--- src/rtl/fetch_stage_if.sv ---
// fetch_stage_if: instruction-memory, redirect and IF/ID handshake signals of the fetch stage.
interface fetch_stage_if;
    logic [31:0] instr_addr;
    logic        instr_req;
    logic [31:0] instr;
    logic        redirect_valid;
    logic [31:0] redirect_pc;
    logic        IF_ID_valid;
    logic        IF_ID_ready;
    logic [31:0] IF_ID_instr;
    logic [31:0] IF_ID_pc;
    modport master (
        output instr_addr, instr_req, IF_ID_valid, IF_ID_instr, IF_ID_pc,
        input  instr, redirect_valid, redirect_pc, IF_ID_ready
    );
    modport slave (
        input  instr_addr, instr_req, IF_ID_valid, IF_ID_instr, IF_ID_pc,
        output instr, redirect_valid, redirect_pc, IF_ID_ready
    );
endinterface

--- src/rtl/fetch_stage.sv ---
// fetch_stage: sequential instruction fetch with redirect, one-cycle memory and 2-entry IF/ID FIFO.
module fetch_stage #(
    parameter logic [31:0] RESET_PC = 32'h0000_0000
) (
    input logic           clk,
    input logic           rst_n,
    fetch_stage_if.master bus
);
    logic [31:0] pc_q, pc_d;
    logic [31:0] inflight_pc_q, inflight_pc_d;
    logic        inflight_q, inflight_d;
    logic [1:0]  count_q, count_d;
    logic        rd_ptr_q, rd_ptr_d;
    logic [31:0] instr_q [2];
    logic [31:0] instr_d [2];
    logic [31:0] epc_q [2];
    logic [31:0] epc_d [2];
    logic        valid, pop, push, req, wr_ptr;
    logic [2:0]  occ;

    always_comb begin
        valid         = (count_q != 2'd0) & ~bus.redirect_valid;
        pop           = valid & bus.IF_ID_ready;
        push          = inflight_q & ~bus.redirect_valid;
        // Slots committed after this edge: buffered plus the response still on its way.
        occ           = {1'b0, count_q} + {2'b0, inflight_q} - {2'b0, pop};
        req           = rst_n & ~bus.redirect_valid & (occ < 3'd2);
        wr_ptr        = rd_ptr_q ^ count_q[0];
        pc_d          = pc_q;
        inflight_d    = inflight_q;
        inflight_pc_d = inflight_pc_q;
        count_d       = count_q;
        rd_ptr_d      = rd_ptr_q;
        instr_d       = instr_q;
        epc_d         = epc_q;
        if (bus.redirect_valid) begin
            pc_d       = bus.redirect_pc & ~32'h3;
            count_d    = 2'd0;
            inflight_d = 1'b0;
        end else begin
            pc_d          = req ? pc_q + 32'd4 : pc_q;
            inflight_d    = req;
            inflight_pc_d = req ? pc_q : inflight_pc_q;
            if (push) begin
                instr_d[wr_ptr] = bus.instr;
                epc_d[wr_ptr]   = inflight_pc_q;
            end
            rd_ptr_d = rd_ptr_q ^ pop;
            count_d  = count_q + {1'b0, push} - {1'b0, pop};
        end
    end

    always_ff @(posedge clk or negedge rst_n) begin
        if (!rst_n) begin
            pc_q          <= RESET_PC;
            inflight_q    <= 1'b0;
            inflight_pc_q <= 32'h0;
            count_q       <= 2'd0;
            rd_ptr_q      <= 1'b0;
            instr_q       <= '{default: 32'h0};
            epc_q         <= '{default: 32'h0};
        end else begin
            pc_q          <= pc_d;
            inflight_q    <= inflight_d;
            inflight_pc_q <= inflight_pc_d;
            count_q       <= count_d;
            rd_ptr_q      <= rd_ptr_d;
            instr_q       <= instr_d;
            epc_q         <= epc_d;
        end
    end

    assign bus.instr_addr  = pc_q;
    assign bus.instr_req   = req;
    assign bus.IF_ID_valid = valid;
    assign bus.IF_ID_instr = instr_q[rd_ptr_q];
    assign bus.IF_ID_pc    = epc_q[rd_ptr_q];
endmodule

--- src/flat_wrapper.sv ---
// flat-port wrapper written by rule: the top's interface ports become plain ports
module fetch_stage_flat 
#(
    parameter logic [31:0] RESET_PC = 32'h0000_0000
)
  (clk, rst_n, bus_instr_addr, bus_instr_req, bus_IF_ID_valid, bus_IF_ID_instr, bus_IF_ID_pc, bus_instr, bus_redirect_valid, bus_redirect_pc, bus_IF_ID_ready);
  fetch_stage_if bus_i ();
  input logic clk;
  input logic rst_n;
  output wire logic [$bits(bus_i.instr_addr)-1:0] bus_instr_addr;
  output wire logic [$bits(bus_i.instr_req)-1:0] bus_instr_req;
  output wire logic [$bits(bus_i.IF_ID_valid)-1:0] bus_IF_ID_valid;
  output wire logic [$bits(bus_i.IF_ID_instr)-1:0] bus_IF_ID_instr;
  output wire logic [$bits(bus_i.IF_ID_pc)-1:0] bus_IF_ID_pc;
  input wire logic [$bits(bus_i.instr)-1:0] bus_instr;
  input wire logic [$bits(bus_i.redirect_valid)-1:0] bus_redirect_valid;
  input wire logic [$bits(bus_i.redirect_pc)-1:0] bus_redirect_pc;
  input wire logic [$bits(bus_i.IF_ID_ready)-1:0] bus_IF_ID_ready;
  assign bus_instr_addr = bus_i.instr_addr;
  assign bus_instr_req = bus_i.instr_req;
  assign bus_IF_ID_valid = bus_i.IF_ID_valid;
  assign bus_IF_ID_instr = bus_i.IF_ID_instr;
  assign bus_IF_ID_pc = bus_i.IF_ID_pc;
  assign bus_i.instr = bus_instr;
  assign bus_i.redirect_valid = bus_redirect_valid;
  assign bus_i.redirect_pc = bus_redirect_pc;
  assign bus_i.IF_ID_ready = bus_IF_ID_ready;
  fetch_stage #(.RESET_PC(RESET_PC)) u_core (.clk(clk), .rst_n(rst_n), .bus(bus_i));
endmodule
--- config.mk ---
export PLATFORM = sky130hd
export DESIGN_NAME = fetch_stage_flat
export DESIGN_NICKNAME = d
export VERILOG_FILES = /design/src/rtl/fetch_stage_if.sv /design/src/rtl/fetch_stage.sv /design/src/flat_wrapper.sv
export SDC_FILE = /design/constraint.sdc
export NUM_CORES = 1
export LEC_CHECK = 0
export BUFFER_PORTS_ARGS = -buffer_cell sky130_fd_sc_hd__buf_2
export CORE_ASPECT_RATIO = 0.9
export CORE_MARGIN = 3
export CORE_UTILIZATION = 35
export DETAILED_ROUTE_END_ITERATION = 12
export GPL_ROUTABILITY_DRIVEN = 0
export PLACE_DENSITY = 0.6
export SYNTH_ARGS = -nofsm -noshare
export SYNTH_HDL_FRONTEND = slang
export SYNTH_SLANG_ARGS = --single-unit
--- constraint.sdc ---
create_clock -name clk -period 2.9 [get_ports clk]
set_input_delay 0.145 -clock clk [delete_from_list [all_inputs] [get_ports clk]]
set_output_delay 0.145 -clock clk [all_outputs]
set_load 0.01 [all_outputs]
---- Word level (Yosys, flattened, before mapping) ----
Cells that the tools add are included.
word-level totals
  flip-flop bits (word level) ............. 196
  output and inout port bits .............. 98
operators by class
  magnitude comparators ................... 4
  reductions and logical operators ........ 5
  $add $sub $neg .......................... 5
  bitwise logic cells ..................... 10
  multiplexer cells ....................... 14
operator list
  operator                 number
  $mux W32                 9
  $bwmux W64               2
  $add A32 B3 Y32 const B  1
  $demux W32 S1            1
  $and A1 B1 Y1            5
  $ge A2 B2 Y1 const B     2
  $not A1 Y2               2
  $reduce_and A2 Y1        2
  $reduce_bool A2 Y1       2
  $add A2 B1 Y3            1
  $lt A3 B2 Y1 const B     1
  $sub A3 B1 Y3            1
  $add A2 B1 Y2            1
  $lt A2 B1 Y1 const B     1
  $mux W2                  1
  $sub A2 B1 Y2            1
  $xor A1 B1 Y1            2
  $logic_and A1 B1 Y1      1
  $mux W1                  1
  $not A1 Y1               1

---- Logic depth before layout (Yosys ltp) ----
Gate-level depths: netlist of the first run.
  depth in word-level cells ............... 8
  gate-level depth with buffers ........... 14
  mapped depth without buffers ............ 11

---- Least setup slack after synthesis of the first run ----
OpenSTA, ideal clock, no wires.
  path type ............................... register to register
  start point ............................. register u_core.count_q[1]
  end point ............................... register u_core.pc_q[13] (netlist: u_core.bus.instr_addr[13])
  required time ........................... 2.774 ns
  slack ................................... -0.116 ns
  arrival time ............................ 2.890 ns
  setup time .............................. 0.126 ns
  period minus slack after synthesis ...... 3.016 ns
  cell stages (with the launch flop) ...... 13
  path through ............................ dfrtp_1 > nor2_1 > nor2_1 > and2_1 > ha_1 > nand2b_1 > fa_1 > and3b_1 > buf_6 > nand2_2 > clkbuf_1 > o21ai_0 > a221o_1
between the ends
  word-level cells in the longest chain between the ends .. 7
ends and longest elaborated chain
  item                          RTL line            text
  start, declared               fetch_stage.sv:12   logic [1:0] count_q, count_d;
  start signal, assigned        fetch_stage.sv:66   count_q <= count_d;
  $reduce_bool A2 Y1            fetch_stage.sv:22   valid = (count_q != 2'd0) & ~bus.redirect_valid;
  $and A1 B1 Y1                 fetch_stage.sv:22
  via bus_IF_ID_valid           flat_wrapper.sv:12  output wire logic [$bits(bus_i.IF_ID_valid)-1:0] bus_IF_ID_valid;
  $and A1 B1 Y1                 fetch_stage.sv:23   pop = valid & bus.IF_ID_ready;
  $sub A3 B1 Y3                 fetch_stage.sv:26   occ = {1'b0, count_q} + {2'b0, inflight_q} - {2'b0, pop};
  $lt A3 B2 Y1                  fetch_stage.sv:27   req = rst_n & ~bus.redirect_valid & (occ < 3'd2);
  $and A1 B1 Y1                 fetch_stage.sv:27
  $reduce_bool A2 Y1 (no line)  --
  end signal, assigned          fetch_stage.sv:63   pc_q <= pc_d;
  end, declared                 fetch_stage.sv:9    logic [31:0] pc_q, pc_d;
The timed path passes the listed nets, and every way through them passes these cells.
A chain may end at the register's enable or synchronous reset.

---- Worst setup path after layout of the first run ----
  start point ............................. register u_core.count_q[1]
  end point ............................... register u_core.pc_q[30] (netlist: u_core.bus.instr_addr[30])
between the ends
  word-level cells in the longest chain between the ends .. 7
ends and longest elaborated chain
  item                              RTL line
  $reduce_bool A2 Y1                fetch_stage.sv:22
  $and A1 B1 Y1                     fetch_stage.sv:22
  $and A1 B1 Y1                     fetch_stage.sv:23
  $sub A3 B1 Y3 (*)                 fetch_stage.sv:26
  $lt A3 B2 Y1 (*)                  fetch_stage.sv:27
  $and A1 B1 Y1 (*)                 fetch_stage.sv:27
  $reduce_bool A2 Y1 (no line) (*)  --
Every way passes the cells marked *; elsewhere a longest branch is shown, timed or not.

==> results of run 1 <==
==> layer usage <==
layer  wire length [um]  global-route usage
met5                 10                   0
met4                280              0.0498
met3               1450              0.0424
met2              10100               0.258
met1              10100               0.236
==> worst max-delay path, delay by kind of cell, from the launching register on <==
kind	cells	cell delay, ns
flip-flops	1	0.42
AND/OR/NAND/NOR	8	1.36
buffers and inverters	1	0.15
adder cells (fa/ha/maj)	2	0.80
==> cell families (layout without fill, tap and decap cells) <==
group / count (synthesis) / count (layout) / share of synthesized area
AOI/OAI and AO/OA: 66 / 66 / 0.0572
xor gates and xnor gates: 7 / 7 / 0.00792
adders and majority gates: 5 / 5 / 0.00807
buffers and inverters: 58 / 285 / 0.0326
DFF: 188 / 188 / 0.542
muxes: 187 / 187 / 0.242
other: 1 / 4 / 0.000432
and+or+nand+nor: 197 / 197 / 0.110
==> power groups by stage <==
stage | sequential, mW | clock (mW) | combinational (mW)
6_report | 4.33 | 2.39 | 3.82
2_1_floorplan | 4.17 | 0 | 2.53
3_5_place_dp | 4.38 | 0 | 3.75
5_1_grt | 4.50 | 2.56 | 4.20
3_3_place_gp | 4.34 | 0 | 3.70
4_1_cts | 4.33 | 2.47 | 3.84
==> through the flow <==
stage | utilization | total power, mW
finish | 0.458 | 10.5
global route | 0.458 | 11.3
CTS | 0.455 | 10.6
detailed placement | 0.407 | 8.13
global placement | 0.407 | 8.04
floorplan | - | 6.70
==> final timing paths <==
| path | end | start | slack (ns) | cells past startpoint |
|---|---|---|---|---|
| max | u_core.bus.instr_addr[30] | u_core.count_q[1] | 0.11 | 11 |
| min | u_core.bus.instr_addr[18] | bus_redirect_pc[18] | 0.02 | 3 |
| max reg2reg | u_core.bus.instr_addr[30] | u_core.count_q[1] | 0.11 | 11 |
| min reg2reg | u_core.inflight_pc_q[9] | u_core.inflight_pc_q[9] | 0.50 | 2 |
| max in group asynchronous | u_core.rd_ptr_q | rst_n | 1.55 | 3 |
| min in group asynchronous | u_core.bus.instr_addr[20] | rst_n | 0.17 | 2 |
==> layout make-up <==
cell class	instances	area, um2
clock inverters	12	160
inverters	12	50.0
repair buffers	243	1650
multi-input cells	466	3770
well taps	308	385
fillers	2307	13200
flip-flops and latches	188	4710
clock buffers	18	429
==> cell usage in the layout (no fill, tap or decap), types with 3 or more instances in the layout <==
cell type      instances
o21ai_0               10
mux2_2               187
inv_6                  5
o311ai_0              15
or2_2                  3
nand3b_1               4
buf_4                 20
clkbuf_16             17
a22oi_1                3
a31oi_1                5
dlygate4sd3_1         56
or4_1                  6
a221o_1                3
and3_1                 6
buf_12                 3
o211ai_1              18
and4_1                 5
nor4_1                 4
and2_1                 4
ha_1                   4
nand4_1                8
a31o_2                 3
nand3_1               26
buf_2                157
xor2_1                 4
nand2_1              105
nor2_1                 9
inv_1                 11
dfrtp_1              186
buf_6                  4
bufinv_16              3
conb_1                 4
==> sequential cells by signal, indices dropped and copies added, names as in the netlist <==
| register | flops |
|---|---|
| u_core.bus.instr_addr | 30 |
| u_core.count_q | 2 |
| u_core.epc_q | 60 |
| u_core.inflight_pc_q | 30 |
| u_core.inflight_q | 1 |
| u_core.instr_q | 64 |
| u_core.rd_ptr_q | 1 |
==> repair_timing <==
action / CTS / global route
setup endpoints to repair: 1 / 43
hold buffers: 56 / 0
pin swaps: 1 / 8
resized for setup: 6 / 17
endpoints found under the hold margin: 118 / 0
setup buffers: 2 / 3
==> results by group, run 1 <==
Clock tree
  • CTS tree: yes
  • TritonCTS buffer count: 17
  • Max clock buf depth: 2
  • Worst skew pair latency: 0.43 ns
  • Clk sinks: 188
  • H-tree Lvls: 4
  • Clock root buffer: clkbuf_16
  • Worst-path clk slew: 0.07 ns

GRT
  • Total GRT Usage: 0.168
  • Initial antenna violation count: 1
  • Largest net degree at the start of global routing: 158
  • First-pass GRT wire length: 35700 um
  • Vias in the first global route: 6627
  • Remaining global-route overflow: 0

Worst setup path
  • Type of origin of the critical path: flop
  • Max FO, Critical Path: 5
  • CP max stage cell: fa_2
  • WP data required: 3.26 ns
  • Critical path type: reg2reg
  • Crit path cell chain: nor2_4 > nor2_2 > and2_4 > ha_1 > nand2b_4 > fa_2 > and3b_2 > nand2_4 > buf_6 > or4_1 > nand3_1
  • Worst EP arrival: 3.15 ns
  • CP Capture Type: flop
  • Max incr delay on CP: 0.53 ns

Pwr
  • P_int: 7.13 mW
  • Net Sw Frac: 0.323
  • Sequential share of power: 0.411
  • Pwr per Cell Area: 944 nW/um2
  • Logic gate share of total power: 0.362
  • Psw: 3.40 mW
  • Leak Pwr: 5.15 nW
  • VDD IR max: 0.000503 V
  • Clock power share: 0.227

Floorplanning
  • Rows: 54
  • Initial Util: 0.357
  • I/O pins: 166
  • Core ar.: 24300 um2
  • Die area: 26700 um2
  • Chip Width: 172 um
  • Die Height: 155 um

Layout
  • N_diodes: 0
  • Fraction of layout cells with a size suffix above 1: 0.456
  • Design area: 11200 um2
  • P&R area growth vs syn: 28.4%
  • Final Non-Filler Cells: 1247
  • Final #Nets: 1001

Detailed routing
  • Residual DRC count: 0
  • WL final: 21900 um
  • Drt initial violations: 373
  • Vias: 6393
  • Antenna Violating Nets Remaining: 0
  • Wire per inst: 17.5 um
  • DR pass1 iterations: 4
  • DR vias/cell: 5.13

STA
  • Final setup TNS: 0 ns
  • RSZ-0062 raised after global routing: true
  • Finish-stage setup viols: 0
  • Fin. max-slew vios: 0
  • Clk_skew: 0.0132 ns
  • Max_slew headroom: 0.350
  • Hold Fails Final Rpt: 0
  • Slew @ Worst Pin: 0.975 ns
  • Min Hold Slack: 0.0188 ns
  • Final WS setup: 0.107 ns
  • Final period utilization: 0.963
  • Max Clk Rate: 358 MHz
  • Fin crit period: 2.79 ns

Yosys
  • Yosys warnings: 0
  • Post-synthesis average cell area: 12.3 um2
  • Top-count cell post-synth: dfrtp_1
  • Seq cells post-synth: 188
  • Synth top area share: 0.542
  • Top_reg_cell synth: dfrtp_1
  • Library cells used by synthesis: 47
  • Post-Syn Area: 8690 um2
  • Async SR Flop Fraction: 1.00
  • Cell taking the most area after synthesis: dfrtp_1
  • Commonest cells in the netlist: dfrtp_1 (188), mux2_2 (187), nand2_1 (105)
  • Register area share after synthesis: 0.542
  • Top cells by area, synth: dfrtp_1 (54%), mux2_2 (24%), nand2_1 (4.5%)
  • EDFF count, synth: 0
  • Synthesized instance count: 709

Run
  • Max_cap viols: 0

Place
  • DP Area: 9890 um2
  • Port buffer count: 159
  • Dpl cells: 1158
  • Pre-CTS setup slack: 0.0709 ns
  • Post-DP HPWL: 14100 um

Outcome
  • Outcome: finished, final reports clean

Hold path
  • Hold Path Class: in2reg
No activity file was read; power rests on OpenSTA's default activity.
==> run 2, diff against run 1 <==
--- a/config.mk
+++ b/config.mk
@@ -11,7 +11,8 @@
 export CORE_UTILIZATION = 35
 export DETAILED_ROUTE_END_ITERATION = 12
 export GPL_ROUTABILITY_DRIVEN = 0
-export PLACE_DENSITY = 0.6
+export MAX_ROUTING_LAYER = met4
+export PLACE_DENSITY = 0.58
 export SYNTH_ARGS = -nofsm -noshare
 export SYNTH_HDL_FRONTEND = slang
 export SYNTH_SLANG_ARGS = --single-unit
==> constraint.sdc (replaced) <==
create_clock -name clk -period 2.8 [get_ports clk]
set_input_delay 0.14 -clock clk [delete_from_list [all_inputs] [get_ports clk]]
set_output_delay 0.14 -clock clk [all_outputs]
set_load 0.01 [all_outputs]
==> run 2 against run 1 <==
Effect of this change: total power is 4.7% higher; final cell count is 0.48% higher; register-to-register slack hardly changed; via count is 1.6% lower; clock-buffer cell count is 1 lower; combinational power is 3% higher; design area is 1.1% higher; setup slack worse by 0.013 ns; first-iteration DRC count is 11% higher; die area stayed put; utilization is 0.51 points higher; critical endpoint is now u_core.bus.instr_addr[15]; largest power group unchanged; highest routed layer is now met4.
==> results by group, run 2 (synthesized netlist as in run 1, its figures left out) <==
Outcome
  • Outcome: finished, final reports clean (unchanged)

Pwr
  • Pwr per Cell Area: 978 nW/um2 (was 944 nW/um2)
  • P_int: 7.50 mW (was 7.13 mW)
  • Overall power: 11.0 mW (was 10.5 mW)
  • Net Sw Frac: 0.319 (was 0.323)
  • Leak Pwr: 5.20 nW (was 5.15 nW)
  • Psw: 3.52 mW (was 3.40 mW)
  • Logic gate share of total power: 0.358 (was 0.362)
  • Clock power share: 0.237 (was 0.227)
  • Sequential share of power: 0.406 (was 0.411)
  • VDD IR max: 0.000410 V (was 0.000503 V)

Clock tree
  • Worst-path clk slew: 0.07 ns (about the same)
  • Clock root buffer: clkbuf_16 (unchanged)
  • H-tree Lvls: 4 (unchanged)
  • Worst skew pair latency: 0.42 ns (was 0.43 ns)
  • Max clock buf depth: 2 (unchanged)
  • CTS tree: yes (unchanged)
  • TritonCTS buffer count: 17 (unchanged)
  • Clk sinks: 188 (unchanged)

Floorplanning
  • Die area: 26700 um2 (unchanged)
  • Chip Width: 172 um (unchanged)
  • Initial Util: 0.357 (unchanged)
  • I/O pins: 166 (unchanged)
  • Die Height: 155 um (unchanged)
  • Core ar.: 24300 um2 (unchanged)
  • Rows: 54 (unchanged)

Layout
  • FF/Latch Area: 4710 um2 (unchanged)
  • Commonest non-fill, non-tap cell in the layout: mux2_2 (unchanged)
  • N_diodes: 0 (unchanged)
  • Final #Nets: 1006 (was 1001)
  • Most frequent cells in the layout: mux2_2 (187), dfrtp_1 (186), buf_2 (157), nand2_1 (105), dlygate4sd3_1 (56) (unchanged)
  • Largest registers: u_core.instr_q x64, u_core.epc_q x60 (unchanged)
  • Multi-input gate area: 3810 um2 (was 3770 um2)
  • Filler cells: 2236 (was 2307)
  • Final Non-Filler Cells: 1253 (was 1247)
  • Max reg flops: 64 (unchanged)
  • P&R area growth vs syn: 29.8% (was 28.4%)
  • Fraction of layout cells with a size suffix above 1: 0.465 (was 0.456)
  • Most flops, register: u_core.instr_q (unchanged)

STA
  • Slew @ Worst Pin: 1.21 ns (was 0.975 ns)
  • Min Hold Slack: 0.00932 ns (was 0.0188 ns)
  • Final WS setup: 0.0933 ns (was 0.107 ns)
  • Final setup TNS: 0 ns (unchanged)
  • Max_slew headroom: 0.194 (was 0.350)
  • Clk_skew: 0.0134 ns (was 0.0132 ns)
  • Finish-stage setup viols: 0 (unchanged)
  • Hold Fails Final Rpt: 0 (unchanged)
  • Fin. max-slew vios: 0 (unchanged)
  • Max Clk Rate: 369 MHz (was 358 MHz)
  • Final period utilization: 0.967 (was 0.963)
  • Fin crit period: 2.71 ns (was 2.79 ns)
  • RSZ-0062 raised after global routing: true (unchanged)

Hold path
  • Hold Path Class: in2reg (unchanged)

Detailed routing
  • Vias: 6289 (was 6393)
  • DR vias/cell: 5.02 (was 5.13)
  • Residual DRC count: 0 (unchanged)
  • Drt initial violations: 413 (was 373)
  • Wire per inst: 17.5 um (about the same)
  • WL final: 21900 um (about the same)
  • DR pass1 iterations: 4 (unchanged)
  • Antenna Violating Nets Remaining: 0 (unchanged)

Place
  • Port buffer count: 159 (unchanged)
  • Pre-CTS setup slack: -0.0406 ns (was 0.0709 ns)
  • Dpl cells: 1158 (unchanged)
  • Post-DP HPWL: 14300 um (was 14100 um)

Worst setup path
  • CP top delay family: simple AND/OR/NAND/NOR gates (unchanged)
  • Worst EP arrival: 3.02 ns (was 3.15 ns)
  • Max incr delay on CP: 0.53 ns (about the same)
  • CP Capture Type: flop (unchanged)
  • Critical path type: reg2reg (unchanged)
  • Crit path cell chain: nor2_2 > nor2_2 > and2_4 > ha_4 > nand2b_4 > fa_2 > and3b_2 > nand2_4 > buf_8 > or3_1 > a31o_2 (was nor2_4 > nor2_2 > and2_4 > ha_1 > nand2b_4 > fa_2 > and3b_2 > nand2_4 > buf_6 > or4_1 > nand3_1)
  • Type of origin of the critical path: flop (unchanged)
  • Most common cell on crit path: nor2_2
  • WP data required: 3.11 ns (was 3.26 ns)
  • Max FO, Critical Path: 6 (was 5)
  • WP buf/inv: 1 (unchanged)
  • CP max stage cell: fa_2 (unchanged)

GRT
  • Initial antenna violation count: 0 (was 1)
  • First-pass GRT wire length: 34700 um (was 35700 um)
  • Largest net degree at the start of global routing: 188 (was 158)
  • Remaining global-route overflow: 0 (unchanged)
  • Vias in the first global route: 6369 (was 6627)
  • Total GRT Usage: 0.169 (was 0.168)

Run
  • Max_cap viols: 0 (unchanged)
==> run 2: cell count changes in the layout (fill, tap and decap cells not counted), moves of 2 or more <==
cell,delta
clkinv_2,-2
clkinv_4,-2
clkinvlp_4,+3
buf_6,-3
buf_4,+7
o311ai_0,-2
nor4_1,-2
==> run 2: final cells by class <==
type | count | share of cell area
flip-flops and latches | 188 | 0.418
repair buffers | 248 | 0.150
multi-input cells | 466 | 0.338
clock inverters | 14 | 0.0182
well taps | 308 | 0.0342
inverters | 12 | 0.00422
clock buffers | 17 | 0.0377
==> run 2: worst paths after layout <==
path                                               start                   endpoint  slack [ns]  cells past startpoint
max in group asynchronous                          rst_n           u_core.epc_q[47]        1.34                      3
worst min-delay path                  bus_redirect_pc[6]   u_core.bus.instr_addr[6]       0.009                      3
min in group asynchronous                          rst_n            u_core.rd_ptr_q        0.14                      2
worst min register to register  u_core.inflight_pc_q[15]   u_core.inflight_pc_q[15]        0.50                      2
worst max-delay path                   u_core.count_q[1]  u_core.bus.instr_addr[15]        0.09                     11
worst max register to register         u_core.count_q[1]  u_core.bus.instr_addr[15]        0.09                     11
==> run 2: power by group through the flow <==
stage / combinational (mW) / sequential (mW) / clock (mW)
after detailed placement: 3.86 / 4.52 / 0
after CTS: 3.99 / 4.47 / 2.70
after floorplan: 2.62 / 4.32 / 0
final: 3.94 / 4.48 / 2.61
after global placement: 3.81 / 4.48 / 0
after global routing: 4.35 / 4.63 / 2.79
==> run 2: layer usage <==
layer	vias up	wire [um]	track usage
li1	3003	-	-
met1	3150	10400	0.235
met2	128	10300	0.257
met3	8	1050	0.0348
met4	0	146	0.0365
met5	-	0	-
==> run 2: timing repair <==
action / CTS / global route
hold buffers: 56 / 0
resized for setup: 9 / 12
cloned: 0 / 1
buffers inserted: 5 / 2
setup endpoints to repair: 4 / 27
pin swaps: 3 / 7
endpoints found under the hold margin: 88 / 0
==> run 2: per-stage QoR <==
| stage | cell area (um2) | utilization |
|---|---|---|
| 6_report | 11300 | 0.464 |
| 5_1_grt | 11300 | 0.464 |
| 4_1_cts | 11200 | 0.459 |
| 3_5_place_dp | 9910 | 0.408 |
| 3_3_place_gp | 9910 | 0.408 |
| 2_1_floorplan | 8720 | - |
==> run 2: worst register-to-register path, delay by kind of cell (launching register included) <==
family,cells,cell delay [ns]
AO/OA/AOI/OAI,1,0.23
adder cells (fa/ha/maj),2,0.73
AND/OR/NAND/NOR,7,1.10
buffers and inverters,1,0.14
flip-flops,1,0.41
